$ cat src/rtl/mdu_ctrl_if.sv
// Multiply/divide unit bus: E-stage operands and MTxx/MFxx access to HI/LO,
// plus the hazard-unit handshake.
interface mdu_ctrl_if;
  logic        start;
  logic [1:0]  op;
  logic [31:0] a;
  logic [31:0] b;
  logic        hilo_we;
  logic        hilo_wsel;
  logic [31:0] wdata;
  logic        rd_sel;
  logic [31:0] rdata;
  logic        md_useD;
  logic        busy;
  logic        stall_req;

  modport master (
    output start, op, a, b, hilo_we, hilo_wsel, wdata, rd_sel, md_useD,
    input  rdata, busy, stall_req
  );

  modport slave (
    input  start, op, a, b, hilo_we, hilo_wsel, wdata, rd_sel, md_useD,
    output rdata, busy, stall_req
  );
endinterface

$ cat src/rtl/mdu_ctrl.sv
// HI/LO owner and multiply/divide sequencer: fixed-latency multiply,
// 32-step restoring division with a final sign-correction cycle.
module mdu_ctrl #(
  parameter int MUL_LAT = 5
) (
  input  logic       clk,
  input  logic       rst,
  mdu_ctrl_if.slave  bus
);

  localparam int CNT_MAX = (MUL_LAT > 32) ? MUL_LAT : 32;
  localparam int CW      = $clog2(CNT_MAX + 1);

  typedef enum logic [1:0] {S_IDLE, S_MUL, S_DIV, S_FIX} state_t;

  state_t        state_q, state_d;
  logic [CW-1:0] cnt_q, cnt_d;
  logic [31:0]   a_q, a_d, b_q, b_d;
  logic [31:0]   hi_q, hi_d, lo_q, lo_d;
  logic [31:0]   quo_q, quo_d, rem_q, rem_d;
  logic          sgn_q, sgn_d, qneg_q, qneg_d, rneg_q, rneg_d, dz_q, dz_d;

  logic          busy;
  logic          sgn_in;
  logic [31:0]   a_mag, dvs;
  logic [63:0]   a_ext, b_ext, prod;
  logic [32:0]   part;

  assign sgn_in = ~bus.op[0];
  assign a_mag  = (sgn_in && bus.a[31]) ? -bus.a : bus.a;
  assign dvs    = (sgn_q && b_q[31]) ? -b_q : b_q;

  // Low 64 bits of a 64x64 product of sign/zero-extended operands equal the
  // signed/unsigned 32x32 product, so one multiplier serves MULT and MULTU.
  assign a_ext = {{32{sgn_q & a_q[31]}}, a_q};
  assign b_ext = {{32{sgn_q & b_q[31]}}, b_q};
  assign prod  = a_ext * b_ext;

  assign part  = {rem_q, quo_q[31]};

  always_comb begin
    state_d = state_q;
    cnt_d   = cnt_q;
    a_d     = a_q;
    b_d     = b_q;
    hi_d    = hi_q;
    lo_d    = lo_q;
    quo_d   = quo_q;
    rem_d   = rem_q;
    sgn_d   = sgn_q;
    qneg_d  = qneg_q;
    rneg_d  = rneg_q;
    dz_d    = dz_q;

    case (state_q)
      S_IDLE: begin
        if (bus.start) begin
          a_d   = bus.a;
          b_d   = bus.b;
          sgn_d = sgn_in;
          cnt_d = CW'(1);
          if (bus.op[1]) begin
            state_d = S_DIV;
            quo_d   = a_mag;
            rem_d   = '0;
            qneg_d  = sgn_in & (bus.a[31] ^ bus.b[31]);
            rneg_d  = sgn_in & bus.a[31];
            dz_d    = (bus.b == 32'd0);
          end else begin
            state_d = S_MUL;
          end
        end else if (bus.hilo_we) begin
          if (bus.hilo_wsel) hi_d = bus.wdata;
          else               lo_d = bus.wdata;
        end
      end

      S_MUL: begin
        if (cnt_q == CW'(MUL_LAT)) begin
          hi_d    = prod[63:32];
          lo_d    = prod[31:0];
          cnt_d   = '0;
          state_d = S_IDLE;
        end else begin
          cnt_d = cnt_q + CW'(1);
        end
      end

      S_DIV: begin
        // Dividend shifts out of quo_q as quotient bits shift in.
        if (part >= {1'b0, dvs}) begin
          rem_d = 32'(part - {1'b0, dvs});
          quo_d = {quo_q[30:0], 1'b1};
        end else begin
          rem_d = part[31:0];
          quo_d = {quo_q[30:0], 1'b0};
        end
        if (cnt_q == CW'(32)) begin
          cnt_d   = '0;
          state_d = S_FIX;
        end else begin
          cnt_d = cnt_q + CW'(1);
        end
      end

      S_FIX: begin
        if (dz_q) begin
          lo_d = 32'hFFFF_FFFF;
          hi_d = a_q;
        end else begin
          lo_d = qneg_q ? -quo_q : quo_q;
          hi_d = rneg_q ? -rem_q : rem_q;
        end
        state_d = S_IDLE;
      end

      default: state_d = S_IDLE;
    endcase
  end

  always_ff @(posedge clk or negedge rst) begin
    if (!rst) begin
      state_q <= S_IDLE;
      cnt_q   <= '0;
      a_q     <= '0;
      b_q     <= '0;
      hi_q    <= '0;
      lo_q    <= '0;
      quo_q   <= '0;
      rem_q   <= '0;
      sgn_q   <= 1'b0;
      qneg_q  <= 1'b0;
      rneg_q  <= 1'b0;
      dz_q    <= 1'b0;
    end else begin
      state_q <= state_d;
      cnt_q   <= cnt_d;
      a_q     <= a_d;
      b_q     <= b_d;
      hi_q    <= hi_d;
      lo_q    <= lo_d;
      quo_q   <= quo_d;
      rem_q   <= rem_d;
      sgn_q   <= sgn_d;
      qneg_q  <= qneg_d;
      rneg_q  <= rneg_d;
      dz_q    <= dz_d;
    end
  end

  assign busy          = (state_q != S_IDLE);
  assign bus.busy      = busy;
  assign bus.stall_req = bus.md_useD & (busy | bus.start);
  assign bus.rdata     = bus.rd_sel ? hi_q : lo_q;

endmodule

$ cat src/flat_wrapper.sv
// flat-port wrapper written by rule: the top's interface ports become plain ports
module mdu_ctrl_flat 
#(
  parameter int MUL_LAT = 5
)
  (clk, rst, bus_start, bus_op, bus_a, bus_b, bus_hilo_we, bus_hilo_wsel, bus_wdata, bus_rd_sel, bus_md_useD, bus_rdata, bus_busy, bus_stall_req);
  mdu_ctrl_if bus_i ();
  input  logic clk;
  input  logic rst;
  input wire logic [$bits(bus_i.start)-1:0] bus_start;
  input wire logic [$bits(bus_i.op)-1:0] bus_op;
  input wire logic [$bits(bus_i.a)-1:0] bus_a;
  input wire logic [$bits(bus_i.b)-1:0] bus_b;
  input wire logic [$bits(bus_i.hilo_we)-1:0] bus_hilo_we;
  input wire logic [$bits(bus_i.hilo_wsel)-1:0] bus_hilo_wsel;
  input wire logic [$bits(bus_i.wdata)-1:0] bus_wdata;
  input wire logic [$bits(bus_i.rd_sel)-1:0] bus_rd_sel;
  input wire logic [$bits(bus_i.md_useD)-1:0] bus_md_useD;
  output wire logic [$bits(bus_i.rdata)-1:0] bus_rdata;
  output wire logic [$bits(bus_i.busy)-1:0] bus_busy;
  output wire logic [$bits(bus_i.stall_req)-1:0] bus_stall_req;
  assign bus_i.start = bus_start;
  assign bus_i.op = bus_op;
  assign bus_i.a = bus_a;
  assign bus_i.b = bus_b;
  assign bus_i.hilo_we = bus_hilo_we;
  assign bus_i.hilo_wsel = bus_hilo_wsel;
  assign bus_i.wdata = bus_wdata;
  assign bus_i.rd_sel = bus_rd_sel;
  assign bus_i.md_useD = bus_md_useD;
  assign bus_rdata = bus_i.rdata;
  assign bus_busy = bus_i.busy;
  assign bus_stall_req = bus_i.stall_req;
  mdu_ctrl #(.MUL_LAT(MUL_LAT)) u_core (.clk(clk), .rst(rst), .bus(bus_i));
endmodule
$ cat config.mk
export PLATFORM = sky130hd
export DESIGN_NAME = mdu_ctrl_flat
export DESIGN_NICKNAME = d
export VERILOG_FILES = /design/src/rtl/mdu_ctrl_if.sv /design/src/rtl/mdu_ctrl.sv /design/src/flat_wrapper.sv
export SDC_FILE = /design/constraint.sdc
export NUM_CORES = 2
export LEC_CHECK = 0
export CAP_MARGIN = 20
export CORE_ASPECT_RATIO = 1.1
export CORE_MARGIN = 1.5
export CORE_UTILIZATION = 45
export CTS_CLUSTER_DIAMETER = 50
export CTS_CLUSTER_SIZE = 24
export DETAILED_ROUTE_END_ITERATION = 7
export GPL_TIMING_DRIVEN = 0
export SLEW_MARGIN = 5
export SYNTH_ARGS = -nofsm -noshare
export SYNTH_HDL_FRONTEND = slang
export SYNTH_SLANG_ARGS = --single-unit
export TNS_END_PERCENT = 20
$ cat constraint.sdc
create_clock -name clk -period 8.85 [get_ports clk]
set_input_delay 2.655 -clock clk [delete_from_list [all_inputs] [get_ports clk]]
set_output_delay 2.655 -clock clk [all_outputs]
set_load 0.01 [all_outputs]
Word level (Yosys, flattened, before mapping)

Cells that the tools add are included.

Add/sub/neg operators: 6
Multiply operators: 1
Magnitude comparators: 1
Equal/unequal tests: 13
Mux-type cells: 34
Bitwise logic cells: 8
Reductions and logical operators: 15

Operators by type and width:

| cell                  | number |
|---|---|
| $mux W32              | 20 |
| $pmux W32 S3          | 2 |
| $neg A32 Y32          | 4 |
| $pmux W32 S2          | 2 |
| $mul A33 B33 Y64      | 1 |
| $ge A33 B32 Y1        | 1 |
| $logic_not A32 Y1     | 1 |
| $sub A32 B32 Y32      | 1 |
| $mux W6               | 3 |
| $pmux W6 S3           | 1 |
| $ne A2 B2 Y1 const B  | 6 |
| $reduce_and A5 Y1     | 2 |
| $reduce_and A3 Y1     | 3 |
| $mux W2               | 4 |
| $pmux W2 S4           | 1 |
| $add A6 B1 Y6 const B | 1 |
| $eq A6 B3 Y1 const B  | 1 |
| $eq A6 B6 Y1 const B  | 1 |
| $reduce_bool A3 Y1    | 2 |
| $and A1 B1 Y1         | 5 |
| $eq A2 B2 Y1 const B  | 2 |
| $ne A2 B1 Y1 const B  | 2 |
| $reduce_and A2 Y1     | 2 |
| $reduce_bool A2 Y1    | 2 |
| 7 further kinds       | 8 |

Bits in registers: 204
Input bits: 105
Output and inout bits: 34
Logic and storage cells: 90

Depth between registers and ports, before layout

Depth in word-level cells: 6
Gate-level depth with buffers: 29
Mapped depth without buffers: 27

Least setup slack after synthesis

Ideal clock, no wire load.

Path kind: flip-flop to flip-flop
Start: reg u_core.b_q[0]
End: reg u_core.hi_q[30]
Setup time: 126 ps
Arrival: 7,972 ps
Required time: 8,724 ps
Slack: 751 ps
Cell stages (with the launch flop): 27
Buffers on the path: 3
Clock period less this slack: 8,099 ps
Cells stage by stage: dfrtp_1 -> clkbuf_1 -> clkbuf_1 -> nand2_1 -> inv_1 -> fa_1 -> fa_1 -> fa_1 -> inv_1 -> fa_1 -> inv_1 -> fa_1 -> fa_1 -> fa_1 -> inv_1 -> fa_1 -> inv_1 -> ha_1 -> buf_6 -> nand4_2 -> or3_1 -> or4_4 -> o211a_4 -> nor4b_4 -> o21ai_2 -> and4_4 -> o32a_1

Cells in the longest elaborated chain, start to end: 3

Ends and longest elaborated chain:

| item                   | RTL line        | RTL |
|---|---|---|
| from (decl)            | mdu_ctrl.sv:18  | `logic [31:0] a_q, a_d, b_q, b_d;` |
| from (signal assigned) | mdu_ctrl.sv:126 | `b_q <= '0;` |
| from (signal assigned) | mdu_ctrl.sv:139 | `b_q <= b_d;` |
| $mul A33 B33 Y64       | mdu_ctrl.sv:37  | `assign prod = a_ext * b_ext;` |
| $mux W32               | mdu_ctrl.sv:79  | `if (cnt_q == CW'(MUL_LAT)) begin` |
| $pmux W32 S3           | mdu_ctrl.sv:55  | `case (state_q)` |
| to (signal assigned)   | mdu_ctrl.sv:140 | `hi_q <= hi_d;` |
| to (decl)              | mdu_ctrl.sv:19  | `logic [31:0] hi_q, hi_d, lo_q, lo_d;` |

No other way between the ends. The select of a mux whose other input is x is not followed.
A chain may end at the register's enable or synchronous reset.

Worst setup path in the final report

Start: reg u_core.a_q[17]
End: reg u_core.hi_q[30]

Cells in the longest elaborated chain, start to end: 3

Ends and longest elaborated chain:

| item                   | RTL line        | RTL |
|---|---|---|
| from (decl)            | mdu_ctrl.sv:18  |  |
| from (signal assigned) | mdu_ctrl.sv:125 | `a_q <= '0;` |
| from (signal assigned) | mdu_ctrl.sv:138 | `a_q <= a_d;` |
| $mul A33 B33 Y64       | mdu_ctrl.sv:37  |  |
| $mux W32               | mdu_ctrl.sv:79  |  |
| $pmux W32 S3           | mdu_ctrl.sv:55  |  |

No other way between the ends. The select of a mux whose other input is x is not followed.

==> results.md <==
* Yosys reg bits at 204
* Post-synthesis sequential area ratio at 0.0977
* Cell taking the most area after synthesis: fa_1
* Critical path class: flip-flop to flip-flop
* Final GP Congestion at 1.03
* Final wirelength at 215 mm
* Max-cap violations at 0
* CTS tree: done
* TritonCTS buffer count at 27
* Crit path buffers/inverters at 6
* Yosys top cell area share at 0.432
* Fin cells at 7564
* Post-route ant nets at 0
* CP Cell Sequence: clkbuf_2 > and2_1 > fa_1 > fa_1 > inv_1 > fa_1 > fa_1 > inv_1 > fa_1 > fa_1 > fa_1 > inv_1 > fa_1 > inv_1 > ha_1 > clkbuf_1 > and4_1 > nand2_1 > or4_4 > o211a_4 > nor4b_4 > o21ai_2 > and4_4 > o32a_1
* Met3 wire length at 22.6 mm
* Crit path max fanout at 10
* GR Overflow Total at 0
* Fin crit share at 0.990
* Met2 Routed Length at 93.8 mm
* Crit end category: flip-flop
* Post-synth ARST share at 1.00
* Core Util, Final at 0.498
* Clk slew on worst S/H paths at 0.08 ns
* Clock skew at 0.0389 ns
* Hold/Removal Path Class: flip-flop to flip-flop
* Most common cell after layout, fill and taps aside: inv_1
* Final setup viols at 0
* Post-synthesis cell area at 0.0522 mm2
* Highest Signal Layer: met5
* Worst-margin pin slew at 1.06 ns
* Status: finished clean
* Crit path max-delay family: adder cells
* CP max stage delay at 0.67 ns
* Setup crit start kind: flip-flop
* Net Count, Synth at 7365
* Clock sinks at 204
* Slew headroom at 0.295
* Final min period at 8.76 ns
* P&R area growth vs syn at 9.37%
* Synth cell types at 89
* Placed instance area at 0.0558 mm2
* Vias in the first global route at 45500
* Hold Fails Final Rpt at 0
* Global-route wire length before repair at 311 mm
* Post-DP HPWL at 182 mm
* Initial core utilization at 0.456
* Most frequent cells in the layout: 1151 x inv_1, 1118 x fa_1, 916 x nand2_1, 361 x and2_1, 249 x ha_1
* Req. time, crit path at 9.33 ns
* CTS H-tree lvls at 1
* CP Data Arrival Time at 9.24 ns
* WL met1 at 80.9 mm
* Area contributors post-synth: fa_1 43%, dfrtp_1 9.8%, inv_1 8.3%, nand2_1 6.6%, ha_1 6.1%
* FMAX at 114 MHz
* EDFF count, synth at 0
* Die footprint at 0.118 mm2
* Die Wd at 328 um
* Placed cells at 7550
* Io pins at 139
* Core area at 0.115 mm2
* Number of antenna violations at the first check in global routing at 11
* Row Count at 130
* Tot GR Track Use at 0.369
* DIE HEIGHT at 360 um
* First drt pass iteration count at 8
* DR iter-0 viols at 3972
* DRC at 0
* Clock latency on the worst-skew pair at 0.60 ns
* NumNets Final at 7500
* Layout cells sized above 1 at 0.0728
* Most frequent CP cell: fa_1
* Max Slew Vio Count at 0
* Clock Tree Root: clkbuf_16
* Main synth FF type: dfrtp_1
* Mapped Cells at 5878
* Via count at 43600
* WL/cell at 28.5 um
* Buffers on Ports at 136
* CP max stage cell: fa_1
* Max clock buf depth at 3
* Pin count of the biggest net entering global routing at 83
* Syn_area_per_cell at 8.89 um2
* Via density at 5.77
* Finished Cell Area at 0.0571 mm2
* Synth warn at 0
[what timing repair did]
action                     CTS  global route
buffers inserted            11             3
resized for setup          169           169
setup endpoints to repair   40            32
pin swaps                    2             2
gates cloned                 0             0
hold buffers                 0             0
[sequential cells by signal, summed over array words and instances, names as in the netlist, 2 cells and up]
name and flops:
u_core.a_q 32, u_core.b_q 32, u_core.hi_q 32, u_core.lo_q 32
u_core.quo_q 32, u_core.rem_q 32, u_core.cnt_q 6, u_core.state_q 2
[cells in the mapped netlist (13+ instances only)]
cell type,number
and2_1,362
o21bai_1,13
or4_1,13
nor3_1,44
and3_1,29
mux2_2,92
clkbuf_1,316
a21oi_1,163
nand3_1,28
fa_1,1126
a31oi_1,47
o21ai_1,17
xor2_1,88
nand4_1,20
buf_1,41
dfrtp_1,204
nor2b_1,16
or3_1,27
inv_1,1156
a21o_1,41
nand2_1,916
a221oi_1,18
nor2_1,191
a22oi_1,27
o22ai_1,13
nand2b_1,31
xnor2_1,113
o31ai_1,37
o211ai_1,15
o21ai_0,205
nor4_1,24
a41oi_1,16
ha_1,256
mux2i_1,15
o21a_1,20
[worst register-to-register path, stage by stage, from the launching register on]
cell and delay, ns:
dfrtp_2 0.64, clkbuf_2 0.53, and2_1 0.24, fa_1 0.45
fa_1 0.61, inv_1 0.08, fa_1 0.45, fa_1 0.54
inv_1 0.05, fa_1 0.59, fa_1 0.45, fa_1 0.50
inv_1 0.05, fa_1 0.67, inv_1 0.08, ha_1 0.27
clkbuf_1 0.27, and4_1 0.30, nand2_1 0.20, or4_4 0.46
o211a_4 0.30, nor4b_4 0.29, o21ai_2 0.13, and4_4 0.20
o32a_1 0.33
[kinds of logic (layout without fill, tap and decap cells)]
| logic type | Yosys count | after routing | synth area share |
|---|---|---|---|
| DFF | 204 | 204 | 0.0977 |
| adders and majority gates | 1382 | 1382 | 0.493 |
| muxes | 107 | 107 | 0.0227 |
| xor gates and xnor gates | 201 | 201 | 0.0337 |
| other | 0 | 12 | 0 |
| AOI/OAI and AO/OA | 720 | 720 | 0.0865 |
| buffers and inverters | 1524 | 1680 | 0.111 |
| and+or+nand+nor | 1740 | 1740 | 0.156 |
[path summary, 6_finish.rpt]
kind                                    to  cells after the start            start  slack (ns)
max reg2reg                u_core.hi_q[30]                     24   u_core.a_q[17]        0.09
min reg2reg                u_core.hi_q[13]                      1  u_core.hi_q[13]        0.51
min                        u_core.hi_q[13]                      1  u_core.hi_q[13]        0.51
max                        u_core.hi_q[30]                     24   u_core.a_q[17]        0.09
max in group asynchronous   u_core.a_q[10]                      2              rst        5.98
min in group asynchronous  u_core.cnt_q[2]                      1              rst        1.98
[per-stage QoR]
stage / hold WS [ns] / setup slack [ns] / setup TNS (ns)
floorplan: 0.450 / 0.751 / 0
global placement: 0.488 / -4.16 / -883.77
detailed placement: 0.491 / -1.76 / -38.84
CTS: 0.508 / 0.000134 / 0
global route: 0.553 / -0.000503 / -0.000503
finish: 0.508 / 0.0873 / 0
[area by class of cell]
class / instances / area (um2)
diodes: 12 / 30.0
plain buffers: 304 / 1460
fillers: 11300 / 57500
repair buffers: 169 / 1760
clock buffers: 29 / 693
well taps: 1518 / 1900
clock inverters: 21 / 277
flip-flops and latches: 204 / 5170
inverters: 1157 / 4360
multi-input cells: 4150 / 41500
[metal layers]
layer,GRT usage,up-vias
met5,0,-
met4,0.243,4
met3,0.0934,619
met2,0.557,2239
met1,0.468,22500
li1,-,18300
Power is not shown: default switching activity piles up to over one toggle a cycle in this logic, so the estimate is an artifact.
